===== src/rtl/nv_mac_pkg.sv =====
// Shared widths, codes and types for the MAC accumulation stage.
package nv_mac_pkg;

  localparam int unsigned IN_W  = 16;
  localparam int unsigned ACC_W = 24;
  localparam int unsigned CNT_W = 9;

  // Multiplier emits this code for a zero-magnitude product with negative sign.
  localparam logic [IN_W-1:0] NEG_ZERO_CODE = 16'h8000;

  typedef enum logic {
    ST_ACCUM = 1'b0,
    ST_HOLD  = 1'b1
  } mac_state_t;

  typedef struct packed {
    logic [ACC_W-1:0] data;
    logic [CNT_W-1:0] cnt;
  } mac_result_t;

endpackage


===== src/rtl/nv_mac_sanitize.sv =====
// Maps the multiplier's negative-zero code to 0 and sign-extends the product.
module nv_mac_sanitize
  import nv_mac_pkg::*;
(
  input  logic [IN_W-1:0]  i_data,
  output logic [ACC_W-1:0] o_data_c
);

  always_comb begin
    o_data_c = '0;
    if (i_data != NEG_ZERO_CODE) begin
      o_data_c = {{(ACC_W-IN_W){i_data[IN_W-1]}}, i_data};
    end
  end

endmodule


===== src/rtl/nv_mac_accum.sv =====
// Accumulates groups of signed products into a 24-bit dot product and
// presents each result on a registered valid/ready output.
module nv_mac_accum
  import nv_mac_pkg::*;
#(
  parameter int unsigned ACC_LEN = 16
) (
  input  logic             nvdla_core_clk,
  input  logic             nvdla_core_rst,
  input  logic             in_valid,
  output logic             in_ready,
  input  logic [IN_W-1:0]  in_data,
  input  logic             in_last,
  output logic             out_valid,
  input  logic             out_ready,
  output logic [ACC_W-1:0] out_data,
  output logic [CNT_W-1:0] out_cnt,
  input  logic             clr
);

  localparam logic [CNT_W-1:0] LAST_IDX = CNT_W'(ACC_LEN - 1);

  logic [ACC_W-1:0] r_acc;
  logic [CNT_W-1:0] r_cnt;
  logic             r_out_valid;
  mac_result_t      r_result;

  logic [ACC_W-1:0] w_beat;
  logic             w_pending;
  logic             w_drain;
  logic             w_in_ready;
  logic             w_accept;
  logic             w_complete;
  mac_state_t       w_state;

  nv_mac_sanitize u_sanitize (
    .i_data   (in_data),
    .o_data_c (w_beat)
  );

  // State is implied by the output register: HOLD only while a completing
  // beat would have to overwrite a result the consumer has not taken.
  always_comb begin
    w_pending  = (r_cnt == LAST_IDX) || in_last;
    w_drain    = r_out_valid && out_ready;
    w_state    = ST_ACCUM;
    if (r_out_valid && !out_ready && w_pending) begin
      w_state = ST_HOLD;
    end
    w_in_ready = (w_state == ST_ACCUM) && !clr;
    w_accept   = in_valid && w_in_ready;
    w_complete = w_accept && w_pending;
  end

  // Partial group: cleared by abort or by completion, otherwise accumulates.
  always_ff @(posedge nvdla_core_clk or posedge nvdla_core_rst) begin
    if (nvdla_core_rst) begin
      r_acc <= '0;
      r_cnt <= '0;
    end else if (clr || w_complete) begin
      r_acc <= '0;
      r_cnt <= '0;
    end else if (w_accept) begin
      r_acc <= r_acc + w_beat;
      r_cnt <= r_cnt + CNT_W'(1);
    end
  end

  // Result register: a new completion wins over a same-edge drain.
  always_ff @(posedge nvdla_core_clk or posedge nvdla_core_rst) begin
    if (nvdla_core_rst) begin
      r_out_valid <= 1'b0;
      r_result    <= '0;
    end else if (w_complete) begin
      r_out_valid   <= 1'b1;
      r_result.data <= r_acc + w_beat;
      r_result.cnt  <= r_cnt + CNT_W'(1);
    end else if (w_drain) begin
      r_out_valid <= 1'b0;
    end
  end

  assign in_ready  = w_in_ready;
  assign out_valid = r_out_valid;
  assign out_data  = r_result.data;
  assign out_cnt   = r_result.cnt;

endmodule


===== config.mk =====
export PLATFORM = sky130hd
export DESIGN_NAME = nv_mac_accum
export DESIGN_NICKNAME = d
export VERILOG_FILES = /design/src/rtl/nv_mac_pkg.sv /design/src/rtl/nv_mac_sanitize.sv /design/src/rtl/nv_mac_accum.sv
export SDC_FILE = /design/constraint.sdc
export NUM_CORES = 1
export LEC_CHECK = 0
export CORE_ASPECT_RATIO = 0.6
export CORE_UTILIZATION = 55
export DETAILED_ROUTE_END_ITERATION = 10
export PLACE_DENSITY_LB_ADDON = 0.08
export SLEW_MARGIN = 20
export SYNTH_ARGS = -nofsm -noshare
export SYNTH_HDL_FRONTEND = slang
export SYNTH_SLANG_ARGS = --single-unit

===== constraint.sdc =====
create_clock -name nvdla_core_clk -period 2.9 [get_ports nvdla_core_clk]
set_clock_uncertainty 0.05 [all_clocks]
set_input_delay 0.58 -clock nvdla_core_clk [delete_from_list [all_inputs] [get_ports nvdla_core_clk]]
set_output_delay 0.58 -clock nvdla_core_clk [all_outputs]
set_load 0.05 [all_outputs]

==> metrics, run 1 <==
outcome=complete, no violations; Reg clk slew, reported paths=60 ps; routed len/inst=18.4 µm; crit-path leading delay family=compound AO/OA/AOI/OAI gates; share of cells above drive strength 1=0.247; Clock Sinks=67; Cells after DPL=636; initial antenna violation count=0; P per Cell Area=625 nW/µm²; WL final=12000 µm; GRT overflow=0; Avg Cell Area, Syn=8.90 µm²; R2R depth=9; Root Driver=clkbuf_16; Pre-Repair DR Iteration Count=5; Yosys top cell area share=0.413; die area=7740 µm²; RD Place Congestion=0.941; maxcap violations=0; first-pass GRT wire length=19100 µm; HP Class=register to register; main flop type after synthesis=dfrtp_1; setup_tns=0 ps; GR Util All Layers=0.334; Critical Path End Type=register; row count=23; detailed placer's ending HPWL=8360 µm; crit share post-route=0.959; Cell Area, Synth=4060 µm²; shortest period the worst path allows=2780 ps; CTS Buffer Depth=2; Die W=113 µm; Post-synth EDFFs=0; post-placement setup slack=-712 ps; CORE AREA=6910 µm²; fin. max-slew vios=0; Residual DRC=0; largest net degree at the start of global routing=44; CP Cell Sequence=dlygate4sd2_1 -> nor4_4 -> a41oi_4 -> buf_12 -> ha_4 -> a21oi_2 -> o21ai_1 -> a221oi_2 -> o21ai_1 -> a31oi_1 -> xnor2_1 -> mux2_4; CTS tree=yes; CP Buf/Inv Count=2; final setup fails=0; Final Cell Area=5640 µm²; worst setup margin=119 ps; most frequent CP cell=o21ai_1; register area share after synthesis=0.413; number of H-tree levels=3; diodes inserted=0; Final Hold Vio Count=0; YS warnings=0; vias per std cell=5.97; Rel. slew slack=0.624; CP max stage delay=270 ps; Synth area leader=dfrtp_1; initial core utilization=0.588; Syn Nets=503; Nets=608; Gate Count Post-Synth=456; asr flop ratio synth=1.00; Routed Antenna Nets=0; Critical Path Fanout Max=8; Tightest Pin Transition=562 ps; number of global-route vias before repair=3722; Yosys reg bits=67; CP Class=input port to register; io pins=57; Lkg Pwr=2.59 nW; chip height=68.5 µm; Placed Area=5200 µm²; power consumption=3.53 mW; via count=3899; worst skew pair latency=340 ps; I/O Buffers=56; Hold Path Depth=2; most area-consuming cells after synthesis=dfrtp_1, nand2_1, ha_1, o21ai_0, a22o_1; worst path required time=3070 ps; count of different cell masters after synthesis=52; VDD IR max=0.000558 V; WP depth=12; slowest CP cell=dlygate4sd2_1; Non-Filler Instances=653; Num CTS Buffers=9; Fmax=360 MHz; count leader, synth=nand2_1; Arrival @ worst endpoint=2950 ps; initial drt markers=360; type of origin of the critical path=input port; area delta synth->final=39.0%; hold_buf cts=0; synth cell count leaders=nand2_1, dfrtp_1, o21ai_0
cells in the final DEF, fill, tap and decap left out, drive strengths merged, types with 18 or more instances in the layout:
cell            n
o21ai          42
ha             24
xnor2          18
a21oi          30
clkdlybuf4s50  40
a22o           20
buf            75
dfrtp          67
nand2          84
nor2           29
where the power goes:
part | leakage (nW) | total (mW) | internal (mW) | switching (mW)
Clock | 0.158 | 1.20 | 0.759 | 0.437
Combinational | 1.55 | 1.20 | 0.465 | 0.734
Sequential | 0.884 | 1.13 | 1.05 | 0.0793
worst reg2reg max path, cell delays in order, from the launching register on:
cell	delay [ps]
dfrtp_1	390
ha_1	240
fa_1	410
a21oi_1	220
o211ai_1	210
a21oi_1	260
o21ai_0	190
a31oi_1	210
xnor2_1	100
mux2_2	260
state kept, by name, summed over array words and instances (netlist names):
register and count:
r_acc 24, out_data 24, r_cnt 9, out_valid 1, out_cnt 9
final cells by class:
cell class                 count  area, µm²
clock buffer                   9        225
multi-input combinational    345       2390
tap                           87        109
sequential                    67       1680
inverter                       8       30.0
clock inverter                 7        101
timing repair buffer         130       1110
fill                         451       1270
routing by layer:
metal / routed length, µm / GRT usage / vias to the layer above
met1: 5670 / 0.455 / 1882
li1: - / - / 1825
met3: 875 / 0.0848 / 16
met4: 129 / 0.0987 / 0
met2: 5330 / 0.534 / 176
met5: 0 / 0 / -
through the flow:
| step | util | hold WS [ps] |
|---|---|---|
| 6_report | 0.817 | 426 |
| 5_1_grt | 0.817 | 465 |
| 4_1_cts | 0.816 | 432 |
| 3_5_place_dp | 0.753 | 417 |
| 3_3_place_gp | 0.753 | 408 |
| 2_1_floorplan | - | 406 |
logic make-up (layout without fill, tap and decap cells):
group	Yosys count	count (layout)	share of synthesized area
flops	67	67	0.413
xor+xnor	26	26	0.0561
simple gates	158	158	0.174
compound gates	128	128	0.208
fa+ha+maj	25	25	0.0789
buf+inv	44	154	0.0478
mux	8	8	0.0225
final timing paths:
kind                                     end  slack [ps]           start
worst max-delay path            out_data[22]         120     in_data[11]
worst min register to register    out_cnt[5]         430      out_cnt[5]
min in group asynchronous          r_acc[19]         570  nvdla_core_rst
worst min-delay path              out_cnt[5]         430      out_cnt[5]
worst max register to register  out_data[20]         230        r_acc[0]
max in group asynchronous           r_acc[2]        1620  nvdla_core_rst
timing repair:
action / in CTS / in global routing
resized for setup: 32 / 22
setup endpoints to repair: 16 / 8
setup buffers: 1 / 0
pin swaps: 7 / 8
Power figures use the tool's default switching activity.
==> run 2, diff against run 1 <==
HOLD_SLACK_MARGIN = 0.05   (was not set)
==> results of run 2 <==
The final DEF is identical to that of run 1; final timing and power are the same.
